File: src/rtl/axis_rr_arbiter.sv
// rtl/axis_rr_arbiter.sv - packet-level round-robin AXI-Stream arbiter with mid-packet timeout
module axis_rr_arbiter #(
  parameter int DATA_BITS      = 32,
  parameter int NUM_PORTS      = 4,
  parameter int TIMEOUT_CLOCKS = 1024
) (
  input  logic                             aclk,
  input  logic                             areset,
  input  logic [NUM_PORTS*DATA_BITS-1:0]   s_tdata,
  input  logic [NUM_PORTS*DATA_BITS/8-1:0] s_tkeep,
  input  logic [NUM_PORTS-1:0]             s_tvalid,
  input  logic [NUM_PORTS-1:0]             s_tlast,
  output logic [NUM_PORTS-1:0]             s_tready,
  output logic [DATA_BITS-1:0]             m_tdata,
  output logic [DATA_BITS/8-1:0]           m_tkeep,
  output logic                             m_tvalid,
  output logic                             m_tlast,
  input  logic                             m_tready,
  output logic [NUM_PORTS-1:0]             grant,
  output logic                             timeout_pulse
);

  localparam int KEEP_BITS = DATA_BITS / 8;
  localparam int IDX_BITS  = $clog2(NUM_PORTS);
  localparam int TMR_BITS  = (TIMEOUT_CLOCKS > 1) ? $clog2(TIMEOUT_CLOCKS) : 1;

  // Timer value on the last idle cycle a stalled owner is allowed before the packet is closed.
  localparam logic [TMR_BITS-1:0] TMR_LIMIT =
    TMR_BITS'((TIMEOUT_CLOCKS > 0) ? TIMEOUT_CLOCKS - 1 : 0);
  localparam logic [IDX_BITS:0]   PORTS_W   = (IDX_BITS + 1)'(NUM_PORTS);
  localparam logic [IDX_BITS-1:0] LAST_PORT = IDX_BITS'(NUM_PORTS - 1);

  typedef enum logic [1:0] {
    ST_IDLE,
    ST_PASS,
    ST_TERM
  } state_t;

  state_t                  state, state_d;
  logic [IDX_BITS-1:0]     owner, owner_d;
  logic [IDX_BITS-1:0]     last_port, last_d;
  logic [NUM_PORTS-1:0]    grant_d;
  logic [NUM_PORTS-1:0]    drop, drop_d;
  logic [TMR_BITS-1:0]     timer, timer_d;
  logic [DATA_BITS-1:0]    m_tdata_d;
  logic [KEEP_BITS-1:0]    m_tkeep_d;
  logic                    m_tvalid_d;
  logic                    m_tlast_d;
  logic                    pulse_d;

  logic                    ofree;
  logic [NUM_PORTS-1:0]    eligible;
  logic                    pick_valid;
  logic [IDX_BITS-1:0]     pick_idx;
  logic [IDX_BITS:0]       cand;

  // The output register can take a new beat when it is empty or being drained this cycle.
  assign ofree    = !m_tvalid || m_tready;

  // Ports still flushing a timed-out packet must not win arbitration.
  assign eligible = s_tvalid & ~drop;

  // Round-robin search starting just after the previous owner, wrapping at NUM_PORTS.
  always_comb begin
    pick_valid = 1'b0;
    pick_idx   = '0;
    cand       = '0;
    for (int k = 1; k <= NUM_PORTS; k++) begin
      cand = {1'b0, last_port} + (IDX_BITS + 1)'(k);
      if (cand >= PORTS_W) begin
        cand = cand - PORTS_W;
      end
      if (!pick_valid && eligible[cand[IDX_BITS-1:0]]) begin
        pick_valid = 1'b1;
        pick_idx   = cand[IDX_BITS-1:0];
      end
    end
  end

  // Next-state, output-register loads, handshakes and drop-mask bookkeeping.
  always_comb begin
    state_d    = state;
    owner_d    = owner;
    last_d     = last_port;
    grant_d    = grant;
    drop_d     = drop;
    timer_d    = timer;
    m_tdata_d  = m_tdata;
    m_tkeep_d  = m_tkeep;
    m_tlast_d  = m_tlast;
    m_tvalid_d = m_tvalid && !m_tready;
    pulse_d    = 1'b0;
    s_tready   = drop;

    // A flushing port leaves drop once its tlast beat has been swallowed.
    for (int i = 0; i < NUM_PORTS; i++) begin
      if (drop[i] && s_tvalid[i] && s_tlast[i]) begin
        drop_d[i] = 1'b0;
      end
    end

    case (state)
      ST_IDLE: begin
        if (pick_valid) begin
          state_d = ST_PASS;
          owner_d = pick_idx;
          last_d  = pick_idx;
          grant_d = NUM_PORTS'(1) << pick_idx;
          timer_d = '0;
        end
      end

      ST_PASS: begin
        s_tready[owner] = ofree;
        if (s_tvalid[owner]) begin
          // A waiting beat holds the timer even when the output is stalled.
          if (ofree) begin
            m_tvalid_d = 1'b1;
            m_tdata_d  = s_tdata[owner*DATA_BITS +: DATA_BITS];
            m_tkeep_d  = s_tkeep[owner*KEEP_BITS +: KEEP_BITS];
            m_tlast_d  = s_tlast[owner];
            timer_d    = '0;
            if (s_tlast[owner]) begin
              state_d = ST_IDLE;
              grant_d = '0;
            end
          end
        end else if (TIMEOUT_CLOCKS != 0) begin
          if (timer == TMR_LIMIT) begin
            state_d       = ST_TERM;
            grant_d       = '0;
            drop_d[owner] = 1'b1;
          end else begin
            timer_d = timer + TMR_BITS'(1);
          end
        end
      end

      ST_TERM: begin
        // Close the downstream packet with an empty tlast beat.
        if (ofree) begin
          m_tvalid_d = 1'b1;
          m_tlast_d  = 1'b1;
          m_tkeep_d  = '0;
          m_tdata_d  = '0;
          pulse_d    = 1'b1;
          state_d    = ST_IDLE;
        end
      end

      default: begin
        state_d = ST_IDLE;
      end
    endcase
  end

  // State and output registers; reset abandons any packet in flight without a closing beat.
  always_ff @(posedge aclk or posedge areset) begin
    if (areset) begin
      state         <= ST_IDLE;
      owner         <= '0;
      last_port     <= LAST_PORT;
      grant         <= '0;
      drop          <= '0;
      timer         <= '0;
      m_tdata       <= '0;
      m_tkeep       <= '0;
      m_tvalid      <= 1'b0;
      m_tlast       <= 1'b0;
      timeout_pulse <= 1'b0;
    end else begin
      state         <= state_d;
      owner         <= owner_d;
      last_port     <= last_d;
      grant         <= grant_d;
      drop          <= drop_d;
      timer         <= timer_d;
      m_tdata       <= m_tdata_d;
      m_tkeep       <= m_tkeep_d;
      m_tvalid      <= m_tvalid_d;
      m_tlast       <= m_tlast_d;
      timeout_pulse <= pulse_d;
    end
  end

endmodule
File: config.mk
export PLATFORM = sky130hd
export DESIGN_NAME = axis_rr_arbiter
export DESIGN_NICKNAME = d
export VERILOG_FILES = /design/src/rtl/axis_rr_arbiter.sv
export SDC_FILE = /design/constraint.sdc
export NUM_CORES = 1
export LEC_CHECK = 0
export CAP_MARGIN = 20
export CORE_ASPECT_RATIO = 1.1
export CORE_MARGIN = 2
export CORE_UTILIZATION = 40
export CTS_CLUSTER_DIAMETER = 50
export CTS_CLUSTER_SIZE = 25
export DETAILED_ROUTE_END_ITERATION = 10
export PLACE_DENSITY_LB_ADDON = 0.12
export RECOVER_POWER = 100
export REMOVE_ABC_BUFFERS = 1
export SETUP_SLACK_MARGIN = 0.02
export SLEW_MARGIN = 15
export SYNTH_ARGS = -nofsm -noshare
export SYNTH_HDL_FRONTEND = slang
export SYNTH_SLANG_ARGS = --single-unit
File: constraint.sdc
create_clock -name aclk -period 3.45 [get_ports aclk]
set_clock_uncertainty 0.15 [all_clocks]
set_input_delay 0.345 -clock aclk [delete_from_list [all_inputs] [get_ports aclk]]
set_output_delay 0.345 -clock aclk [all_outputs]
set_load 0.01 [all_outputs]
# Yosys cells after proc, flatten, opt, wreduce, memory -nomap -nowiden
# Cells that the tools add are included.
word_totals:
  out_inout_bits: 47
  register_bits: 63
  word_cells: 144
  in_bits: 155
classes:
  n_lt_le_gt_ge: 10
  eq_ne: 11
  n_reduce_logical: 27
  n_addsub: 9
  n_bitwise: 3
  n_mux: 70
  shift: 3
op_table:
  columns: ["op", "n"]
  rows:
  - ["128-bit by 8-bit indexed part select with 32-bit output", 1]
  - ["32-bit 2-to-1 mux", 3]
  - ["32-bit case mux with 2 select lines", 1]
  - ["4-bit 2-to-1 mux", 12]
  - ["10-bit 2-to-1 mux", 4]
  - ["2-bit 2-to-1 mux", 14]
  - ["1-bit 2-to-1 mux", 22]
  - ["10-bit case mux with 2 select lines", 1]
  - ["4-bit case mux with 2 select lines", 2]
  - ["16-bit by 5-bit indexed part select with 4-bit output", 1]
  - ["2-bit by 3-bit < comparator with 1-bit output, second input constant", 5]
  - ["1-bit logical AND", 13]
  - ["1-bit binary-select mux with 2-bit select", 6]
  - ["3-bit >= comparator, second input constant", 4]
  - ["3-bit inequality test, second input constant", 4]
  - ["10-bit by 1-bit adder with 10-bit output, second input constant", 1]
  - ["10-bit == test, second input constant", 1]
  - ["5-bit AND reduction", 2]
  - ["2-bit inequality test, second input constant", 4]
  - ["4-bit AND reduction", 2]
  - ["2-bit by 1-bit subtractor with 2-bit output, second input constant", 4]
  - ["2-bit by 2-bit adder with 3-bit output, second input constant", 2]
  - ["2-bit case mux with 3 select lines", 1]
  - ["1-bit zero test", 5]
  - ["other kinds (16)", 18]

# Logic depth before layout (Yosys ltp)
logic_depth:
  depth_word: 18
  ltp_mapped: 9
  depth_no_buf: 7

# Worst setup path after synthesis
# Ideal clock, no wire load.
synth_timing:
  path_type: "register to register"
  startpoint: "register owner[1]"
  endpoint: "register state[0]"
  path_stages_with_launch: 7
  t_required_ns: 3.221
  t_arrival_ns: 2.222
  n_path_buf: 1
  setup_slack_ns: 0.998
  setup_ns: 0.079
  cell_sequence: "dfrtp_1 buf_6 mux4_2 or4_4 and3_4 a311oi_2 mux2i_1"
synth_via:
  elab_chain_len: 4
synth_lines:
  columns: ["element", "line", "source"]
  rows:
  - ["start, declared", "40", "logic [IDX_BITS-1:0] owner, owner_d;"]
  - ["start signal, assigned", "173", "owner <= owner_d;"]
  - ["1-bit binary-select mux with 2-bit select (on tied branches)", "115, 123", null]
  - ["1-bit 2-to-1 mux (on tied branches)", "115, 123", null]
  - ["3-bit inequality test (no source line) / 2-bit 2-to-1 mux (equally long branches)", null, null]
  - ["5-bit AND reduction (no source line) / 2-bit case mux with 3 select lines (equally long branches)", null, null]
  - ["end signal, assigned", "172", "state <= state_d;"]
  - ["end, declared", "39", "state_t state, state_d;"]
# Several ways; a longest one is shown, not always the timed one. The select of a mux whose other input is x is not followed.
# A chain may end at the register's enable or synchronous reset.

# Worst setup path in the final report
layout_timing:
  startpoint: "register state[1]"
  endpoint: "output s_tready[2]"
layout_via:
  elab_chain_len: 2
layout_lines:
  columns: ["element", "line", "source"]
  rows:
  - ["2-bit by 1-bit == test with 1-bit output", "102", "case (state)"]
  - ["4-bit 2-to-1 mux", "102", null]
  - ["end, declared", "13", "output logic [NUM_PORTS-1:0] s_tready,"]
# Every way passes these cells.

==> implementation parameters <==
Parameter                              Value

Global route
  Remaining Overflow, GRT ... 0
  Routing usage on met1 ... 29.19%
  Via count of the first global-routing pass ... 3,793
  Fraction of met2 tracks used by global routing ... 41.74%
  Wire length of the first global-routing pass ... 19,950 um
  Top Usage Layer GRT ... met2
  Tot GR Track Use ... 23.87%
  Global routing met3 resource utilization ... 5.325%
  Antenna violations before repair ... 0
  Pin count of the biggest net entering global routing ... 75

Pwr
  Worst IR drop on VDD ... 0.0005702 V
  Lkg Pwr ... 2.591 nW
  Pwr/cell area ... 671.1 nW/um^2

Setup path
  Critical path cell sequence ... inv_1 -> ha_1 -> inv_1 -> or3_1 -> o21ai_0 -> dlygate4sd3_1
  Crit path arrival time ... 2.67 ns
  Crit path max-delay cell type ... dlygate4sd3_1
  Required time reported for the critical path endpoint ... 2.95 ns
  Setup crit end kind ... output port
  Launching element type of the critical path ... flip-flop
  R2R depth ... 6
  Cell class contributing the biggest share of worst-path delay ... buffers and inverters
  Worst path depth ... 6
  Top cell by count, worst path ... inv_1
  Buffering stage count on the worst path with inverters included ... 3
  Critical path peak fanout ... 11
  Class of the most critical setup path ... reg2out
  Crit path largest cell delay ... 0.64 ns

Synth
  Most frequent cells after synthesis ... dfrtp_1 (61), nand2_1 (55), o21ai_0 (51)
  Dominant combinational cell family by area after synthesis ... multiplexers
  Count of state elements after synthesis ... 63
  Xor and xnor area share after synthesis ... 0%
  Simple-Gate Fraction of Synth Area ... 18.45%
  Count of warnings emitted by yosys ... 0
  Adder and majority cell fraction of the synthesized area ... 1.275%
  Async set-reset flop share out of synthesis ... 100.0%
  Cell type contributing the most total cell area after synthesis ... dfrtp_1
  Cells after Synth ... 374
  Syn avg cell area ... 10.50 um^2
  Count of distinct cell types in the synthesized netlist ... 46
  Compound-Gate Fraction of Synth Area ... 13.83%
  Post-synth top area share ... 38.88%
  Number of enable flip-flop cells after synthesis ... 0
  Leading cell type by number of instances after synthesis ... dfrtp_1
  Most area-consuming cells after synthesis ... dfrtp_1 (39%), mux4_2 (22%), nand2b_1 (6.7%), o21ai_0 (6.5%), nand2_1 (5.3%)
  Combined area of all synthesized cells ... 3926 um^2
  Sequential cell area fraction in the yosys report ... 40.22%
  Post-synthesis mux area share ... 22.88%
  Commonest register cell after synthesis ... dfrtp_1

Timing
  Measured slew at the worst slew-check pin ... 1.451 ns
  Number of failing hold endpoints at the final stage ... 0
  Hold_ws ... 0.3225 ns
  Final Worst Setup Slack ... 0.2859 ns
  Setup tns final ... 0 ns
  Setup repair after global routing missed its margin ... no
  Min Tclk post-route ... 3.164 ns
  Final setup vio count ... 0
  Period utilisation layout ... 91.71%
  Maximum clock frequency ... 0.3160 GHz
  Count of final max-slew check failures ... 0
  Max_slew headroom ... 3.246%

Detailed routing
  Detailed Route Iter0 Violations ... 139
  Vias post-DR ... 3,759
  Final routed wirelength across all metal layers ... 12,640 um
  DRC viols ... 0
  Vias per Instance ... 5.448
  Wire per inst ... 18.32 um
  1st-pass router iterations ... 4
  Remaining antenna violation count after routing ... 0

Die
  Die Ht ... 107.9 um
  Std cell rows ... 37
  Core area ... 9444 um^2
  # IOs ... 202
  Die Area ... 10,630 um^2
  Horizontal die dimension ... 98.47 um
  Initial Utilization ... 41.57%

Placed design
  Worst setup slack after placement ... 0.5318 ns
  HPWL after detailed placement ... 9909 um
  Final Wtd Congestion ... 0.8638
  DP Area ... 6041 um^2
  Port buffer count ... 201

Hold path
  Hold path depth ... 2
  Worst min-delay path class ... reg2reg

Clocking
  Clock Sinks ... 63
  Bufs on Longest Clock Path ... 2
  Number of hold buffers added after CTS ... 0
  CTS tree ... built
  Number of H-tree levels ... 3
  Clock root cell ... clkbuf_8
  Number of buffers created by CTS ... 9
  # resized after CTS ... 0
  Number of setup buffers added after CTS ... 0
  Clock slew seen by the registers of the worst setup and hold paths ... 0.06 ns
  Clk_lat worst skew ... 0.35 ns

Layout
  Final standard cell area without fillers ... 6167 um^2
  Nets ... 727
  Number of fill cells ... 769
  Utilization after layout ... 65.30%
  Antenna cell count ... 0
  Ratio of cells with drive above 1 in the final layout ... 11.69%
  Area grow syn2layout ... 57.07%

Outcome
  Status ... completed

Run
  Count of max-cap constraint violations ... 0
-- metal layers --
metal  up-vias  share of wire (%)  wire, um
met5         -                  0         0
met4         0                1.9       237
met3        21                6.9       871
met2       137                 51      6511
met1      1837                 40      5023
li1       1764                  -         -
-- cells in the final DEF, fill, tap and decap left out, types with 3 or more instances in the layout --
master / netlist / final
clkdlybuf4s50_1: 0 / 152
clkinv_2: 0 / 3
buf_4: 0 / 5
o21ai_0: 51 / 51
a22o_1: 3 / 3
o31ai_1: 7 / 7
nand3_1: 6 / 6
ha_1: 4 / 4
nor2_1: 15 / 15
o21a_1: 3 / 3
mux4_2: 38 / 38
dlygate4sd3_1: 0 / 49
nor2b_1: 4 / 4
dfrtp_1: 61 / 59
nand2_1: 55 / 55
or2_2: 3 / 3
a31oi_1: 3 / 3
clkbuf_8: 0 / 9
and3_1: 2 / 3
inv_1: 6 / 6
clkbuf_1: 21 / 6
a21oi_1: 11 / 11
nand2b_1: 42 / 42
-- flip-flops by register name, indices dropped and copies added, names as in the netlist --
name,count
m_tlast,1
m_tkeep,4
timer,10
m_tdata,32
drop,4
owner,2
grant,4
state,2
last_port,2
timeout_pulse,1
m_tvalid,1
-- path summary, 6_finish.rpt --
kind | slack (ns) | end | from
setup / recovery | 0.29 | s_tready[2] | state[1]
hold / removal | 0.32 | m_tdata[12] | m_tdata[12]
setup reg to reg | 0.61 | m_tkeep[0] | state[1]
hold reg to reg | 0.32 | m_tdata[12] | m_tdata[12]
max in group asynchronous | 0.65 | m_tdata[31] | areset
min in group asynchronous | 0.57 | timer[7] | areset
-- worst reg2reg max path: stages, from the launching register on --
cell and delay [ns]:
dfrtp_1 0.38, inv_1 0.10, ha_1 0.41, mux2_2 0.39, nand2_1 0.07, clkbuf_2 0.87
o21ai_0 0.30
-- final cells by class --
type	count	area [um^2]	share of cell area, %
clock inverter	3	15.01	0.2435
inverter	6	22.52	0.3652
tap	117	146.4	2.374
timing repair buffer	209	2062	33.43
sequential	63	1582	25.64
multi-input combinational	279	2201	35.69
clock buffer	13	138.9	2.252
-- metrics by stage --
| step | cells | power, mW |
|---|---|---|
| after floorplan | 348 | 2.652 |
| after global placement | 674 | 3.700 |
| after detailed placement | 674 | 3.760 |
| after CTS | 690 | 4.307 |
| after global routing | 690 | 4.472 |
| final | 690 | 4.139 |
-- logic make-up after synthesis --
group | count (synthesis)
AND/OR/NAND/NOR | 142
AO/OA/AOI/OAI | 91
flip-flops | 63
multiplexers | 42
buffers and inverters | 32
adder cells (fa/ha/maj) | 4
-- where the power goes --
part           internal, mW  switching (mW)
clock network         0.258           0.279
registers              1.03           0.142
logic                  1.21            1.23
Note: power is estimated with default switching activity, not from simulation.
